--- config.mk ---
export PLATFORM = sky130hd
export DESIGN_NAME = exe_mdu_flat
export DESIGN_NICKNAME = d
export VERILOG_FILES = /design/src/rtl/exe_mdu_if.sv /design/src/rtl/exe_mdu.sv /design/src/flat_wrapper.sv
export SDC_FILE = /design/constraint.sdc
export NUM_CORES = 2
export LEC_CHECK = 0
export BUFFER_PORTS_ARGS = -buffer_cell sky130_fd_sc_hd__buf_4
export CORE_ASPECT_RATIO = 1.5
export CORE_MARGIN = 2
export CORE_UTILIZATION = 43
export CTS_CLUSTER_SIZE = 24
export DETAILED_ROUTE_END_ITERATION = 10
export GPL_TIMING_DRIVEN = 0
export PLACE_DENSITY = 0.71
export SLEW_MARGIN = 10
export SYNTH_ARGS = -nofsm -noshare
export SYNTH_HDL_FRONTEND = slang
export SYNTH_SLANG_ARGS = --single-unit
--- constraint.sdc ---
create_clock -name clk -period 27.2 [get_ports clk]
set_input_delay 5.44 -clock clk [delete_from_list [all_inputs] [get_ports clk]]
set_output_delay 5.44 -clock clk [all_outputs]
set_load 0.03 [all_outputs]
--- src/rtl/exe_mdu_if.sv ---
// Pipeline-side bundle for the EXE-stage multiply/divide unit: operation
// request, MTHI/MTLO writes, and HI/LO plus handshake status back to the pipeline.
interface exe_mdu_if #(
    parameter int WIDTH = 32
);
    logic             flush;
    logic             start;
    logic             exe_wr;
    logic [2:0]       op;
    logic [WIDTH-1:0] src_a;
    logic [WIDTH-1:0] src_b;
    logic             hi_wr;
    logic             lo_wr;
    logic [WIDTH-1:0] wr_data;
    logic [WIDTH-1:0] hi;
    logic [WIDTH-1:0] lo;
    logic             stall;
    logic             finish;
    logic             busy;

    modport master (
        output flush, start, exe_wr, op, src_a, src_b, hi_wr, lo_wr, wr_data,
        input  hi, lo, stall, finish, busy
    );

    modport slave (
        input  flush, start, exe_wr, op, src_a, src_b, hi_wr, lo_wr, wr_data,
        output hi, lo, stall, finish, busy
    );
endinterface

--- src/rtl/exe_mdu.sv ---
// Multi-cycle multiply/divide unit with architectural HI/LO registers.
// Define MDU_MADD_EN to build the MADD/MADDU/MSUB/MSUBU accumulate ops and the ACC state.
module exe_mdu #(
    parameter int WIDTH      = 32,
    parameter int MUL_STAGES = 2
) (
    input logic      clk,
    input logic      resetn,
    exe_mdu_if.slave mdu
);
    localparam int CNT_W = $clog2(WIDTH);
    localparam logic [CNT_W-1:0] MUL_LAST = CNT_W'(MUL_STAGES - 1);
    localparam logic [CNT_W-1:0] DIV_LAST = CNT_W'(WIDTH - 1);

    typedef enum logic [2:0] {IDLE, MUL, ACC, DIV, FIX, DONE} state_t;

    state_t                  state_q, state_d;
    logic [CNT_W-1:0]        cnt_q, cnt_d;
    logic [WIDTH-1:0]        hi_q, hi_d;
    logic [WIDTH-1:0]        lo_q, lo_d;
    logic [WIDTH-1:0]        quo_q, quo_d;
    logic [WIDTH-1:0]        rem_q, rem_d;
    logic [WIDTH-1:0]        a_q, b_q;
    logic                    sgn_q;
`ifdef MDU_MADD_EN
    logic                    acc_q, sub_q;
    logic [2*WIDTH-1:0]      acc_res;
`endif

    logic                    legal, accept, is_div;
    logic [WIDTH-1:0]        mag_a, dvs;
    logic                    sa, sb;
    logic signed [2*WIDTH-1:0] ma, mb, prod;
    logic [WIDTH:0]          trial;
    logic                    ge;

`ifdef MDU_MADD_EN
    assign legal = 1'b1;
`else
    assign legal = ~mdu.op[2];
`endif
    assign accept = (state_q == IDLE) && mdu.start && !mdu.flush && legal;
    assign is_div = ~mdu.op[2] & mdu.op[1];
    assign mag_a  = (~mdu.op[0] & mdu.src_a[WIDTH-1]) ? -mdu.src_a : mdu.src_a;

    // Operands are (WIDTH+1)-bit extended, then widened so the low 2*WIDTH bits are exact.
    assign ma   = {{WIDTH{sgn_q & a_q[WIDTH-1]}}, a_q};
    assign mb   = {{WIDTH{sgn_q & b_q[WIDTH-1]}}, b_q};
    assign prod = ma * mb;

    assign sa    = sgn_q & a_q[WIDTH-1];
    assign sb    = sgn_q & b_q[WIDTH-1];
    assign dvs   = sb ? -b_q : b_q;
    assign trial = {rem_q, quo_q[WIDTH-1]};
    assign ge    = trial >= {1'b0, dvs};
`ifdef MDU_MADD_EN
    assign acc_res = sub_q ? ({hi_q, lo_q} - prod) : ({hi_q, lo_q} + prod);
`endif

    always_comb begin
        state_d = state_q;
        cnt_d   = cnt_q;
        hi_d    = hi_q;
        lo_d    = lo_q;
        quo_d   = quo_q;
        rem_d   = rem_q;
        case (state_q)
            IDLE: begin
                if (accept) begin
                    state_d = is_div ? DIV : MUL;
                    cnt_d   = is_div ? DIV_LAST : MUL_LAST;
                    quo_d   = mag_a;
                    rem_d   = '0;
                end else if (!mdu.start && !mdu.flush) begin
                    if (mdu.hi_wr) hi_d = mdu.wr_data;
                    if (mdu.lo_wr) lo_d = mdu.wr_data;
                end
            end
            MUL: begin
                if (cnt_q == '0) begin
`ifdef MDU_MADD_EN
                    if (acc_q) begin
                        state_d = ACC;
                    end else begin
                        {hi_d, lo_d} = prod;
                        state_d      = DONE;
                    end
`else
                    {hi_d, lo_d} = prod;
                    state_d      = DONE;
`endif
                end else begin
                    cnt_d = cnt_q - CNT_W'(1);
                end
            end
`ifdef MDU_MADD_EN
            ACC: begin
                {hi_d, lo_d} = acc_res;
                state_d      = DONE;
            end
`endif
            DIV: begin
                quo_d = {quo_q[WIDTH-2:0], ge};
                rem_d = ge ? (trial[WIDTH-1:0] - dvs) : trial[WIDTH-1:0];
                if (cnt_q == '0) state_d = FIX;
                else             cnt_d   = cnt_q - CNT_W'(1);
            end
            FIX: begin
                if (b_q == '0) begin
                    lo_d = '1;
                    hi_d = a_q;
                end else begin
                    lo_d = (sa ^ sb) ? -quo_q : quo_q;
                    hi_d = sa ? -rem_q : rem_q;
                end
                state_d = DONE;
            end
            DONE: begin
                if (mdu.exe_wr) state_d = IDLE;
            end
            default: state_d = IDLE;
        endcase
        // Cancellation beats everything, including a commit in the same cycle.
        if (mdu.flush) begin
            state_d = IDLE;
            hi_d    = hi_q;
            lo_d    = lo_q;
        end
    end

    always_ff @(posedge clk) begin
        if (!resetn) begin
            state_q <= IDLE;
            cnt_q   <= '0;
            hi_q    <= '0;
            lo_q    <= '0;
        end else begin
            state_q <= state_d;
            cnt_q   <= cnt_d;
            hi_q    <= hi_d;
            lo_q    <= lo_d;
        end
    end

    always_ff @(posedge clk) begin
        if (accept) begin
            a_q   <= mdu.src_a;
            b_q   <= mdu.src_b;
            sgn_q <= ~mdu.op[0];
`ifdef MDU_MADD_EN
            acc_q <= mdu.op[2];
            sub_q <= mdu.op[1];
`endif
        end
        quo_q <= quo_d;
        rem_q <= rem_d;
    end

    assign mdu.hi     = hi_q;
    assign mdu.lo     = lo_q;
    assign mdu.stall  = accept || (state_q == MUL) || (state_q == ACC) ||
                        (state_q == DIV) || (state_q == FIX);
    assign mdu.finish = (state_q == DONE);
    assign mdu.busy   = (state_q != IDLE);
endmodule

--- src/flat_wrapper.sv ---
// flat-port wrapper written by rule: the top's interface ports become plain ports
module exe_mdu_flat 
#(
    parameter int WIDTH      = 32,
    parameter int MUL_STAGES = 2
)
  (clk, resetn, mdu_flush, mdu_start, mdu_exe_wr, mdu_op, mdu_src_a, mdu_src_b, mdu_hi_wr, mdu_lo_wr, mdu_wr_data, mdu_hi, mdu_lo, mdu_stall, mdu_finish, mdu_busy);
  exe_mdu_if #(.WIDTH(WIDTH)) mdu_i ();
  input logic clk;
  input logic resetn;
  input wire logic [$bits(mdu_i.flush)-1:0] mdu_flush;
  input wire logic [$bits(mdu_i.start)-1:0] mdu_start;
  input wire logic [$bits(mdu_i.exe_wr)-1:0] mdu_exe_wr;
  input wire logic [$bits(mdu_i.op)-1:0] mdu_op;
  input wire logic [$bits(mdu_i.src_a)-1:0] mdu_src_a;
  input wire logic [$bits(mdu_i.src_b)-1:0] mdu_src_b;
  input wire logic [$bits(mdu_i.hi_wr)-1:0] mdu_hi_wr;
  input wire logic [$bits(mdu_i.lo_wr)-1:0] mdu_lo_wr;
  input wire logic [$bits(mdu_i.wr_data)-1:0] mdu_wr_data;
  output wire logic [$bits(mdu_i.hi)-1:0] mdu_hi;
  output wire logic [$bits(mdu_i.lo)-1:0] mdu_lo;
  output wire logic [$bits(mdu_i.stall)-1:0] mdu_stall;
  output wire logic [$bits(mdu_i.finish)-1:0] mdu_finish;
  output wire logic [$bits(mdu_i.busy)-1:0] mdu_busy;
  assign mdu_i.flush = mdu_flush;
  assign mdu_i.start = mdu_start;
  assign mdu_i.exe_wr = mdu_exe_wr;
  assign mdu_i.op = mdu_op;
  assign mdu_i.src_a = mdu_src_a;
  assign mdu_i.src_b = mdu_src_b;
  assign mdu_i.hi_wr = mdu_hi_wr;
  assign mdu_i.lo_wr = mdu_lo_wr;
  assign mdu_i.wr_data = mdu_wr_data;
  assign mdu_hi = mdu_i.hi;
  assign mdu_lo = mdu_i.lo;
  assign mdu_stall = mdu_i.stall;
  assign mdu_finish = mdu_i.finish;
  assign mdu_busy = mdu_i.busy;
  exe_mdu #(.WIDTH(WIDTH), .MUL_STAGES(MUL_STAGES)) u_core (.clk(clk), .resetn(resetn), .mdu(mdu_i));
endmodule
==> results.toml <==
[run_status]
status = "finished with violations"
violations = "capacitance limit, slew limit"

[synthesis]
synthArstFlopShare_pct = 0
synth_area_sq_um = 51300
synth.distinct_cells = 89
syn_avg_cell_area_sq_um = 8.95
ys_ff_latch = 201
synth_fp_nets = 7216
ys_warn_count = 0
synth_top_flop_cell = "edfxtp_1"
synthCells = 5734
ys_seq_area_share_pct = 10.4
synth-edff-count = 129

[placement]
dpl.hpwl_um = 194000
gp_congestion = 1.12
place_ws_ns = 15.52
io_buffers = 172

[floorplan]
die_height_um = 427
core-area_sq_um = 119000
fp.dieW_um = 286
ios = 173
fp-row-count = 155
die_area_sq_um = 122000
start_util_pct = 43.2

[timing]
drv_slew = 11
rsz0062_at_grt = "no"
min_period_over_period_pct = 43.3
hold_viol = 0
clock-skew-final_ns = 0.0704
fin_ws_ns = 15.42
fmax_mhz = 84.9
min_period_ns = 11.78
relSlewSlack_pct = -2.70
tns_ns = 0
hold-worst-slack_ns = 0.470
finalSetupViolCount = 0
tightest_slew_ns = 1.54

[worst_setup_path]
cp_data_required_time_ns = 27.70
reg2reg_slack_ns = 15.42
worst-setup-path-type = "flip-flop to flip-flop"
critPathMaxFanout = 10
reg2reg_depth = 25
setup.worst_path.start_class = "flip-flop"
r2r_end = "u_core.mdu.hi[24]"
timing.rr.start = "u_core.b_q[11]"
crit_path_end_kind = "flip-flop"
critPathArrivalTime_ns = 12.28

[cts]
cts.sinks = 201
htree_num_levels = 1
cts-root-buf = "clkbuf_16"
cts_tree = "done"
numCtsBuffers = 26
cts_hold_buf = 0
worstSkewPairLatency_ns = 0.63
post_cts_buffers = 0
clkTransAtPathRegs_ns = 0.06
cts_resized = 0
cts.path.max_buffers = 3

[drt]
drt-pass1-iter-count = 6
post_drt_wl_per_cell_um = 31.1
ant_nets = 0
drt-initial-drc-count = 4627
drc = 0
via_count = 44000
avgViaCountPerCell = 5.83
finalWirelength_um = 234000

[layout]
area_delta_synth_final_pct = 8.40
final_net_count = 7420
drive_gt1_share_pct = 5.15

[hold_path]
hold_depth = 2
hold_end = "u_core.cnt_q[3]"
holdCritPathClass = "flip-flop to flip-flop"
min_from = "u_core.cnt_q[3]"

[global_route]
grt_pass1_vias = 46800
grt_max_degree = 58
gr-total-overflow = 0
antenna_found_initial = 21
grtUsageTotal_pct = 38.9
grt_pass1_wl_um = 331000

[run]
drv_cap = 1
## registers in the layout, indices dropped and copies added (netlist names), 3 cells and up
name,cells
u_core.cnt_q,5
u_core.state_q,3
u_core.quo_q,32
u_core.b_q,32
u_core.rem_q,32
u_core.mdu.hi,32
u_core.mdu.lo,32
u_core.a_q,32
## placed cells by master (no fill, tap or decap), types with 29 or more instances in the layout
master	n
mux2i_1	31
nand3_1	46
ha_1	250
dfxtp_1	72
a31oi_1	31
xor2_1	73
xnor2_1	120
a21o_1	42
and2_1	371
edfxtp_1	129
nand2b_1	38
nand2_1	864
a211oi_1	31
buf_4	178
clkbuf_1	268
nor2_1	193
o21ai_0	212
fa_1	1125
inv_1	1177
o31ai_1	29
nor3_1	45
a21oi_1	195
## layout make-up
| class | count | area, sq um |
|---|---|---|
| Timing Repair Buffer | 176 | 1370 |
| Multi-Input combinational cell | 4029 | 40300 |
| Clock inverter | 20 | 241 |
| Sequential cell | 201 | 5320 |
| Antenna cell | 16 | 40.0 |
| Tap cell | 1570 | 1960 |
| Inverter | 1178 | 4420 |
| Buffer | 326 | 1330 |
| Clock buffer | 28 | 668 |
| Fill cell | 11700 | 63000 |
## per-stage QoR
step           std cells  cell area, sq um  utilization [%]
5_1_grt             7530             55600             46.9
3_3_place_gp        7476             54600             46.0
3_5_place_dp        7479             54700             46.1
2_1_floorplan       5734             51300                -
4_1_cts             7527             55600             46.8
6_report            7544             55600             46.9
## cell families after synthesis
kind of cell	after synthesis	share of synthesized area, %
xor+xnor	193	3.29
fa+ha+maj	1376	50.0
compound gates	722	8.84
flops	201	10.4
mux	33	0.648
simple gates	1705	15.7
buf+inv	1504	11.2
## worst max-delay path, cell delays in order (launching register included)
cell,delay [ns]
edfxtp_1,0.32
clkbuf_1,1.02
buf_1,1.05
nand2_1,0.31
fa_1,0.54
fa_1,0.56
inv_1,0.06
fa_1,0.52
inv_1,0.05
fa_1,0.48
fa_1,0.55
inv_1,0.06
fa_1,0.55
fa_1,0.54
inv_1,0.05
fa_1,0.47
inv_1,0.05
ha_1,0.51
a21oi_1,0.77
o21ai_0,0.33
or3_1,0.38
o21ai_1,0.87
a211oi_1,0.38
a21boi_0,0.65
a41oi_1,0.27
a31oi_1,0.26
## cells in the mapped netlist, types with 6 or more instances
cell,number,area (sq um)
o21ai_1,10,50.1
dfxtp_1,72,1440
fa_1,1126,22500
a21oi_1,195,976
xor2_1,73,639
nor2_1,193,724
or4_1,11,82.6
nor4_1,13,81.3
buf_6,7,78.8
clkbuf_1,277,1040
o41ai_1,13,114
nand4_1,15,93.8
nor2b_1,13,81.3
nor3_1,45,225
nand2b_1,38,238
a221oi_1,20,175
inv_1,1178,4420
o21bai_1,20,150
a31oi_1,31,194
and2_1,371,2320
and3_1,25,156
nand3_1,46,230
o21a_1,16,120
xnor2_1,120,1050
nand2_1,865,3250
buf_1,23,86.3
or3_1,21,131
o211ai_1,21,158
edfxtp_1,129,3870
a21o_1,42,315
buf_2,13,65.1
ha_1,250,3130
a41oi_1,17,149
nand3b_1,6,45.0
o21ai_0,212,1060
a211oi_1,31,233
o31ai_1,29,218
mux2i_1,31,310
## worst max path at each step
stage,cells after the start,startpoint,end,slack [ns]
2_1_floorplan,4,mdu_op[2],mdu_stall,15.56
6_report,25,u_core.b_q[11],u_core.mdu.hi[24],15.42
3_5_place_dp,6,mdu_op[2],mdu_stall,15.52
3_3_place_gp,6,mdu_op[2],mdu_stall,15.55
4_1_cts,6,mdu_op[2],mdu_stall,15.51
5_1_grt,31,u_core.a_q[31],u_core.mdu.hi[27],15.24
## metal layers
metal / GRT usage [%] / share of wire (%) / vias to the layer above
met2: 62.8 / 46 / 2827
met3: 8.77 / 9.1 / 1102
li1: - / - / 18000
met1: 40.5 / 32 / 22100
met5: 0 / 0.037 / -
met4: 40.8 / 13 / 12
Power is not shown: default switching activity piles up to over one toggle a cycle in this logic, so the estimate is an artifact.
